==> src/rtl/weight_tile_addr_gen_if.sv <==
// Handshake and configuration bundle between a weight-tile address consumer and
// weight_tile_addr_gen.
interface weight_tile_addr_gen_if #(
   parameter int ADDR_W = 16,
   parameter int K_W    = 16,
   parameter int M_W    = 12,
   parameter int R_W    = 12
);
   logic              start;
   logic [ADDR_W-1:0] cfg_base;
   logic [K_W-1:0]    cfg_k;
   logic [M_W-1:0]    cfg_m;
   logic [R_W-1:0]    cfg_reuse;
   logic              i_ready;
   logic              o_valid;
   logic [ADDR_W-1:0] o_addr;
   logic              o_pad;
   logic              o_tile_last;
   logic              o_busy;
   logic              o_done;

   modport master (
      output start, cfg_base, cfg_k, cfg_m, cfg_reuse, i_ready,
      input  o_valid, o_addr, o_pad, o_tile_last, o_busy, o_done
   );

   modport slave (
      input  start, cfg_base, cfg_k, cfg_m, cfg_reuse, i_ready,
      output o_valid, o_addr, o_pad, o_tile_last, o_busy, o_done
   );
endinterface

==> src/rtl/weight_tile_addr_gen.sv <==
// Walks an MxK weight matrix in TILExTILE tiles (band, pass, column tile, row, column),
// emitting one address per handshake and zero-fill flags outside the matrix.
module weight_tile_addr_gen #(
   parameter int TILE   = 8,
   parameter int ADDR_W = 16,
   parameter int K_W    = 16,
   parameter int M_W    = 12,
   parameter int R_W    = 12
) (
   input logic                clk,
   input logic                rstn,
   weight_tile_addr_gen_if.slave bus
);
   localparam int LG = $clog2(TILE);
   localparam int RW = M_W + 1;
   localparam int CW = K_W + 1;
   localparam logic [LG-1:0] IMAX = LG'(TILE - 1);

   typedef enum logic [1:0] {IDLE = 2'd0, RUN = 2'd1, DONE = 2'd2} state_t;
   state_t state_r;

   logic [K_W-1:0]    k_r;
   logic [M_W-1:0]    m_r;
   logic [R_W-1:0]    reuse_r, p_r;
   logic [ADDR_W-1:0] k_step_r, band_step_r, band_ptr_r, tile_ptr_r, row_ptr_r;
   logic [RW-1:0]     row_base_r;
   logic [CW-1:0]     col_base_r;
   logic [LG-1:0]     i_r, j_r;

   logic [LG-1:0]     i_s, j_s;
   logic [R_W-1:0]    p_s;
   logic [RW-1:0]     row_base_s;
   logic [CW-1:0]     col_base_s;
   logic [ADDR_W-1:0] band_ptr_s, tile_ptr_s, row_ptr_s, addr_s;
   logic              pad_s, tile_last_s, last_elem_s, cfg_zero_s;
   logic              last_j_s, last_i_s, last_tc_s, last_p_s, last_tr_s;

   // Next traversal position: pointers step by +1, +K, +TILE or +TILE*K only.
   always_comb begin
      last_j_s    = (j_r == IMAX);
      last_i_s    = (i_r == IMAX);
      last_tc_s   = ((col_base_r + CW'(TILE)) >= CW'(k_r));
      last_p_s    = (p_r == (reuse_r - R_W'(1)));
      last_tr_s   = ((row_base_r + RW'(TILE)) >= RW'(m_r));
      last_elem_s = last_j_s && last_i_s && last_tc_s && last_p_s && last_tr_s;
      cfg_zero_s  = (bus.cfg_k == '0) || (bus.cfg_m == '0) || (bus.cfg_reuse == '0);
      i_s         = i_r;
      j_s         = j_r;
      p_s         = p_r;
      row_base_s  = row_base_r;
      col_base_s  = col_base_r;
      band_ptr_s  = band_ptr_r;
      tile_ptr_s  = tile_ptr_r;
      row_ptr_s   = row_ptr_r;
      if (!last_j_s) begin
         j_s = j_r + LG'(1);
      end else begin
         j_s = '0;
         if (!last_i_s) begin
            i_s       = i_r + LG'(1);
            row_ptr_s = row_ptr_r + k_step_r;
         end else begin
            i_s = '0;
            if (!last_tc_s) begin
               col_base_s = col_base_r + CW'(TILE);
               tile_ptr_s = tile_ptr_r + ADDR_W'(TILE);
               row_ptr_s  = tile_ptr_r + ADDR_W'(TILE);
            end else begin
               col_base_s = '0;
               if (!last_p_s) begin
                  p_s        = p_r + R_W'(1);
                  tile_ptr_s = band_ptr_r;
                  row_ptr_s  = band_ptr_r;
               end else begin
                  p_s        = '0;
                  row_base_s = row_base_r + RW'(TILE);
                  band_ptr_s = band_ptr_r + band_step_r;
                  tile_ptr_s = band_ptr_r + band_step_r;
                  row_ptr_s  = band_ptr_r + band_step_r;
               end
            end
         end
      end
      pad_s       = ((row_base_s + RW'(i_s)) >= RW'(m_r)) || ((col_base_s + CW'(j_s)) >= CW'(k_r));
      addr_s      = pad_s ? '0 : (row_ptr_s + ADDR_W'(j_s));
      tile_last_s = (i_s == IMAX) && (j_s == IMAX);
   end

   // Job FSM, traversal registers and registered outputs.
   always_ff @(posedge clk or negedge rstn) begin
      if (!rstn) begin
         state_r         <= IDLE;
         k_r             <= '0;
         m_r             <= '0;
         reuse_r         <= '0;
         p_r             <= '0;
         k_step_r        <= '0;
         band_step_r     <= '0;
         band_ptr_r      <= '0;
         tile_ptr_r      <= '0;
         row_ptr_r       <= '0;
         row_base_r      <= '0;
         col_base_r      <= '0;
         i_r             <= '0;
         j_r             <= '0;
         bus.o_valid     <= 1'b0;
         bus.o_addr      <= '0;
         bus.o_pad       <= 1'b0;
         bus.o_tile_last <= 1'b0;
         bus.o_busy      <= 1'b0;
         bus.o_done      <= 1'b0;
      end else begin
         case (state_r)
            IDLE: begin
               if (bus.start) begin
                  k_r         <= bus.cfg_k;
                  m_r         <= bus.cfg_m;
                  reuse_r     <= bus.cfg_reuse;
                  k_step_r    <= ADDR_W'(bus.cfg_k);
                  band_step_r <= ADDR_W'(bus.cfg_k) << LG;
                  band_ptr_r  <= bus.cfg_base;
                  tile_ptr_r  <= bus.cfg_base;
                  row_ptr_r   <= bus.cfg_base;
                  p_r         <= '0;
                  row_base_r  <= '0;
                  col_base_r  <= '0;
                  i_r         <= '0;
                  j_r         <= '0;
                  bus.o_busy  <= 1'b1;
                  bus.o_pad   <= 1'b0;
                  bus.o_tile_last <= 1'b0;
                  if (cfg_zero_s) begin
                     state_r     <= DONE;
                     bus.o_done  <= 1'b1;
                     bus.o_valid <= 1'b0;
                     bus.o_addr  <= '0;
                  end else begin
                     state_r     <= RUN;
                     bus.o_done  <= 1'b0;
                     bus.o_valid <= 1'b1;
                     bus.o_addr  <= bus.cfg_base;
                  end
               end else begin
                  state_r <= IDLE;
               end
            end
            RUN: begin
               if (bus.o_valid && bus.i_ready) begin
                  if (last_elem_s) begin
                     state_r         <= DONE;
                     bus.o_valid     <= 1'b0;
                     bus.o_addr      <= '0;
                     bus.o_pad       <= 1'b0;
                     bus.o_tile_last <= 1'b0;
                     bus.o_done      <= 1'b1;
                  end else begin
                     i_r             <= i_s;
                     j_r             <= j_s;
                     p_r             <= p_s;
                     row_base_r      <= row_base_s;
                     col_base_r      <= col_base_s;
                     band_ptr_r      <= band_ptr_s;
                     tile_ptr_r      <= tile_ptr_s;
                     row_ptr_r       <= row_ptr_s;
                     bus.o_addr      <= addr_s;
                     bus.o_pad       <= pad_s;
                     bus.o_tile_last <= tile_last_s;
                  end
               end else begin
                  state_r <= RUN;
               end
            end
            DONE: begin
               state_r     <= IDLE;
               bus.o_done  <= 1'b0;
               bus.o_busy  <= 1'b0;
               bus.o_valid <= 1'b0;
            end
            default: begin
               state_r         <= IDLE;
               bus.o_valid     <= 1'b0;
               bus.o_addr      <= '0;
               bus.o_pad       <= 1'b0;
               bus.o_tile_last <= 1'b0;
               bus.o_busy      <= 1'b0;
               bus.o_done      <= 1'b0;
            end
         endcase
      end
   end
endmodule
==> src/flat_wrapper.sv <==
// flat-port wrapper written by rule: the top's interface ports become plain ports
module weight_tile_addr_gen_flat 
#(
   parameter int TILE   = 8,
   parameter int ADDR_W = 16,
   parameter int K_W    = 16,
   parameter int M_W    = 12,
   parameter int R_W    = 12
)
  (clk, rstn, bus_start, bus_cfg_base, bus_cfg_k, bus_cfg_m, bus_cfg_reuse, bus_i_ready, bus_o_valid, bus_o_addr, bus_o_pad, bus_o_tile_last, bus_o_busy, bus_o_done);
  weight_tile_addr_gen_if #(.ADDR_W(ADDR_W), .K_W(K_W), .M_W(M_W), .R_W(R_W)) bus_i ();
  input logic clk;
  input logic rstn;
  input wire logic [$bits(bus_i.start)-1:0] bus_start;
  input wire logic [$bits(bus_i.cfg_base)-1:0] bus_cfg_base;
  input wire logic [$bits(bus_i.cfg_k)-1:0] bus_cfg_k;
  input wire logic [$bits(bus_i.cfg_m)-1:0] bus_cfg_m;
  input wire logic [$bits(bus_i.cfg_reuse)-1:0] bus_cfg_reuse;
  input wire logic [$bits(bus_i.i_ready)-1:0] bus_i_ready;
  output wire logic [$bits(bus_i.o_valid)-1:0] bus_o_valid;
  output wire logic [$bits(bus_i.o_addr)-1:0] bus_o_addr;
  output wire logic [$bits(bus_i.o_pad)-1:0] bus_o_pad;
  output wire logic [$bits(bus_i.o_tile_last)-1:0] bus_o_tile_last;
  output wire logic [$bits(bus_i.o_busy)-1:0] bus_o_busy;
  output wire logic [$bits(bus_i.o_done)-1:0] bus_o_done;
  assign bus_i.start = bus_start;
  assign bus_i.cfg_base = bus_cfg_base;
  assign bus_i.cfg_k = bus_cfg_k;
  assign bus_i.cfg_m = bus_cfg_m;
  assign bus_i.cfg_reuse = bus_cfg_reuse;
  assign bus_i.i_ready = bus_i_ready;
  assign bus_o_valid = bus_i.o_valid;
  assign bus_o_addr = bus_i.o_addr;
  assign bus_o_pad = bus_i.o_pad;
  assign bus_o_tile_last = bus_i.o_tile_last;
  assign bus_o_busy = bus_i.o_busy;
  assign bus_o_done = bus_i.o_done;
  weight_tile_addr_gen #(.TILE(TILE), .ADDR_W(ADDR_W), .K_W(K_W), .M_W(M_W), .R_W(R_W)) u_core (.clk(clk), .rstn(rstn), .bus(bus_i));
endmodule
==> config.mk <==
export PLATFORM = sky130hd
export DESIGN_NAME = weight_tile_addr_gen_flat
export DESIGN_NICKNAME = d
export VERILOG_FILES = /design/src/rtl/weight_tile_addr_gen_if.sv /design/src/rtl/weight_tile_addr_gen.sv /design/src/flat_wrapper.sv
export SDC_FILE = /design/constraint.sdc
export NUM_CORES = 1
export LEC_CHECK = 0
export CAP_MARGIN = 20
export CORE_ASPECT_RATIO = 0.5
export CORE_MARGIN = 4
export CORE_UTILIZATION = 46
export CTS_CLUSTER_SIZE = 16
export DETAILED_ROUTE_END_ITERATION = 6
export GPL_TIMING_DRIVEN = 0
export MAX_ROUTING_LAYER = met4
export PLACE_DENSITY = 0.74
export RECOVER_POWER = 100
export SLEW_MARGIN = 10
export SYNTH_ARGS = -nofsm -noshare
export SYNTH_HDL_FRONTEND = slang
export SYNTH_SLANG_ARGS = --single-unit
==> constraint.sdc <==
create_clock -name clk -period 8.6 [get_ports clk]
set_input_delay 1.29 -clock clk [delete_from_list [all_inputs] [get_ports clk]]
set_output_delay 1.29 -clock clk [all_outputs]
set_load 0.01 [all_outputs]
==> metrics.md <==
| Metric | Value |
|---|---|
| Final Hold Vio Count | 0 |
| Post-Syn Area | 12400 um2 |
| Worst-path clk slew | 0.07 ns |
| Global-route wire length before repair | 63300 um |
| Reg-to-Reg Start | u_core.col_base_r[3]$_DFFE_PN0P_ |
| Die width | 240 um |
| CTS sink count | 156 |
| Worst r2r dst | u_core.bus.o_addr[14]$_DFFE_PN0P_ |
| DR vias | 12200 |
| Gr usage total | 0.285 |
| Final worst-path cycle share | 0.939 |
| R2R cell count | 30 |
| Port Buffers | 80 |
| Worst path arrival time | 8.46 ns |
| CP startpoint kind | flop |
| Flop2flop setup slack | 0.53 ns |
| Peak supply drop | 0.164 mV |
| Vias in the first global route | 11300 |
| Failing checks | capacitance limit, slew limit |
| Cts hold-fix bufs | 0 |
| Cell area after layout | 14300 um2 |
| Via density | 6.16 |
| Post-route DRC | 0 |
| DRT Wirelength | 41400 um |
| Placed cells | 1949 |
| Total gr overflow | 0 |
| Critical Path RT | 8.99 ns |
| Sequential-to-total area share from yosys stat | 0.314 |
| Design Power | 4680 uW |
| Core area | 26500 um2 |
| Detailed Place HPWL | 31500 um |
| Clk_lat worst skew | 0.46 ns |
| Final GP Congestion | 1.01 |
| CP peak stage delay | 0.56 ns |
| Max cap viols | 3 |
| Initial drt markers | 1417 |
| Largest net degree at the start of global routing | 90 |
| Status | complete, but fails checks |
| Post-Syn Instances | 1515 |
| Critical path class | flop to flop |
| Area grow syn2layout | 14.9% |
| Slowest CP cell | or4_1 |
| HP Start | u_core.tile_ptr_r[1]$_DFFE_PN0P_ |
| Root Buffer | clkbuf_16 |
| Die area | 29900 um2 |
| # Post-CTS Setup Buffers | 0 |
| Worst Hold Depth | 1 |
| IO Pins | 81 |
| Post-route setup slack | 0.527 ns |
| Ys Warns | 0 |
| Post-Syn Nets | 1675 |
| Post-synth EDFFs | 0 |
| Initial antenna violation count | 1 |
| Drt pass-1 iters | 5 |
| End of the worst hold path | u_core.tile_ptr_r[1]$_DFFE_PN0P_ |
| Crit path time final | 8.07 ns |
| Cell Pwr Density | 328 nW/um2 |
| Total Negative Setup Slacks | 0 ns |
| ANT nets after route | 0 |
| Effective utilization at floorplan | 0.469 |
| Post-synthesis register bit count | 156 |
| CTS Buf Count | 17 |
| Max FO, Critical Path | 10 |
| Share of layout cells above drive strength 1 | 0.0473 |
| Relative max-transition margin | -1.57 |
| Worst hold path class | flop to flop |
| Cell taking the most area after synthesis | dfrtp_1 |
| Rows | 42 |
| Die Ht | 124 um |
| Crit end category | flop |
| Ys async rst share | 1.00 |
| Finish-stage setup viols | 0 |
| H-tree Lvls | 4 |
| Pre-CTS WS | 0.178 ns |
| Synth top area share | 0.314 |
| Final Non-Filler Cells | 1982 |
| Post-placement cell area | 13700 um2 |
| Leak | 0.00617 uW |
| Synth cell types | 83 |
| Worst-Margin Slew | 3.85 ns |
| Fin nets | 1776 |
| CTS max path bufs | 2 |
| WL per Instance | 20.9 um |
| Resize count post-CTS | 0 |
| Setup Skew | 0.0125 ns |
| Syn avg cell area | 8.20 um2 |
| CTS tree | yes |
| Top FF cell, synth | dfrtp_1 |
| Achievable frequency | 0.124 GHz |
| Final Max Slew Viols | 169 |
| Top cells by area, synth | dfrtp_1 (31%), ha_1 (9.7%), nand2_1 (5.8%), o21ai_0 (5.4%), xnor2_1 (4.2%) |
==> registers in the layout, indices dropped and copies added (netlist names), 2 cells and up <==
signal	count
u_core.col_base_r	17
u_core.band_ptr_r	16
u_core.bus.o_addr	16
u_core.k_r	16
u_core.row_ptr_r	16
u_core.tile_ptr_r	16
u_core.m_r	12
u_core.p_r	12
u_core.reuse_r	12
u_core.row_base_r	10
u_core.i_r	3
u_core.j_r	3
u_core.state_r	2
==> cells in the mapped netlist (all sizes together), types with 6 or more instances <==
cell type    n
a21oi       77
a21boi       6
buf         11
a22oi       20
nand2      192
a22o        18
o21a         7
or3         14
a21o        27
nor3        32
and2        11
dfrtp      156
ha          96
a31oi       21
mux2         8
a211oi      20
xor2        45
mux2i       10
o21ai      147
nand2b      14
o31ai       23
and3        25
nor4        26
xnor2       60
nand4       23
nor2b       20
nand3       52
inv         57
nand4b       6
clkbuf      69
nor2       118
==> cell families after synthesis <==
group,count (synthesis),share of synthesized area
AO/OA/AOI/OAI,436,0.229
XOR/XNOR,105,0.0740
adder cells (fa/ha/maj),100,0.103
buffers and inverters,138,0.0436
flip-flops,156,0.314
multiplexers,18,0.0156
other,1,0.000302
AND/OR/NAND/NOR,561,0.220
==> where the power goes <==
group / switching (uW) / internal (uW) / total, uW
combinational: 1630 / 1010 / 2640
clock: 349 / 445 / 794
sequential: 259 / 985 / 1240
total: 2240 / 2440 / 4680
==> layer usage <==
| layer | up-vias | global-route usage | routed length (um) |
|---|---|---|---|
| li1 | 5722 | - | - |
| met1 | 5830 | 0.385 | 18100 |
| met2 | 550 | 0.429 | 18100 |
| met3 | 103 | 0.0555 | 3880 |
| met4 | 0 | 0.104 | 1320 |
| met5 | - | - | 0 |
==> layout make-up <==
type	instances	area [um2]
Fill cell	2452	12200
Multi-Input combinational cell	1221	7980
Sequential cell	156	3900
Timing Repair Buffer	84	820
Clock buffer	20	457
Tap cell	352	440
Buffer	78	317
Inverter	58	218
Clock inverter	12	138
Antenna cell	1	2.50
==> per-stage QoR <==
step | util | hold WS (ns)
floorplan | - | 0.445
global placement | 0.516 | 0.461
detailed placement | 0.517 | 0.466
CTS | 0.540 | 0.481
global route | 0.539 | 0.495
finish | 0.539 | 0.480
==> critical path, delay by kind of cell, from the launching register on <==
kind | cells | cell delay, ns
AOI/OAI and AO/OA | 11 | 2.60
xor gates and xnor gates | 1 | 0.20
adders and majority gates | 4 | 1.21
buffers and inverters | 2 | 0.62
DFF | 1 | 0.49
and+or+nand+nor | 12 | 2.87
==> worst max path at each step <==
stage,start,endpoint,slack (ns),depth (start not counted)
CTS,u_core.col_base_r[3]$_DFFE_PN0P_,u_core.bus.o_addr[14]$_DFFE_PN0P_,0.15,31
global placement,rstn,u_core.m_r[6]$_DFFE_PN0P_,-0.52,1
global route,u_core.col_base_r[3]$_DFFE_PN0P_,u_core.bus.o_addr[15]$_DFFE_PN0P_,-0.01,30
detailed placement,u_core.col_base_r[3]$_DFFE_PN0P_,u_core.bus.o_addr[14]$_DFFE_PN0P_,0.18,31
finish,u_core.col_base_r[3]$_DFFE_PN0P_,u_core.bus.o_addr[14]$_DFFE_PN0P_,0.53,30
floorplan,u_core.col_base_r[3]$_DFFE_PN0P_,u_core.bus.o_addr[12]$_DFFE_PN0P_,2.15,31
==> layout by cell type (no fill, tap or decap), types with 6 or more instances in the layout <==
master	count
nand3_1	51
a31oi_1	21
clkdlybuf4s50_1	57
dlygate4sd3_1	22
mux2i_1	10
a22oi_1	20
clkbuf_1	68
mux2_2	7
a21o_1	27
nor2b_1	20
ha_1	96
and2_1	9
nor2_1	117
dfrtp_1	156
nand2_1	192
a21oi_1	76
nand4_1	23
clkbuf_16	17
xnor2_1	60
and3_1	25
nor3_1	30
o31ai_1	23
o21a_1	7
or3_1	14
o21ai_0	136
nand4b_1	6
inv_1	57
xor2_1	45
nor4_1	25
a211oi_1	20
a21boi_0	6
nand2b_1	14
o21ai_2	8
a22o_1	18
Note: power is estimated with default switching activity, not from simulation.
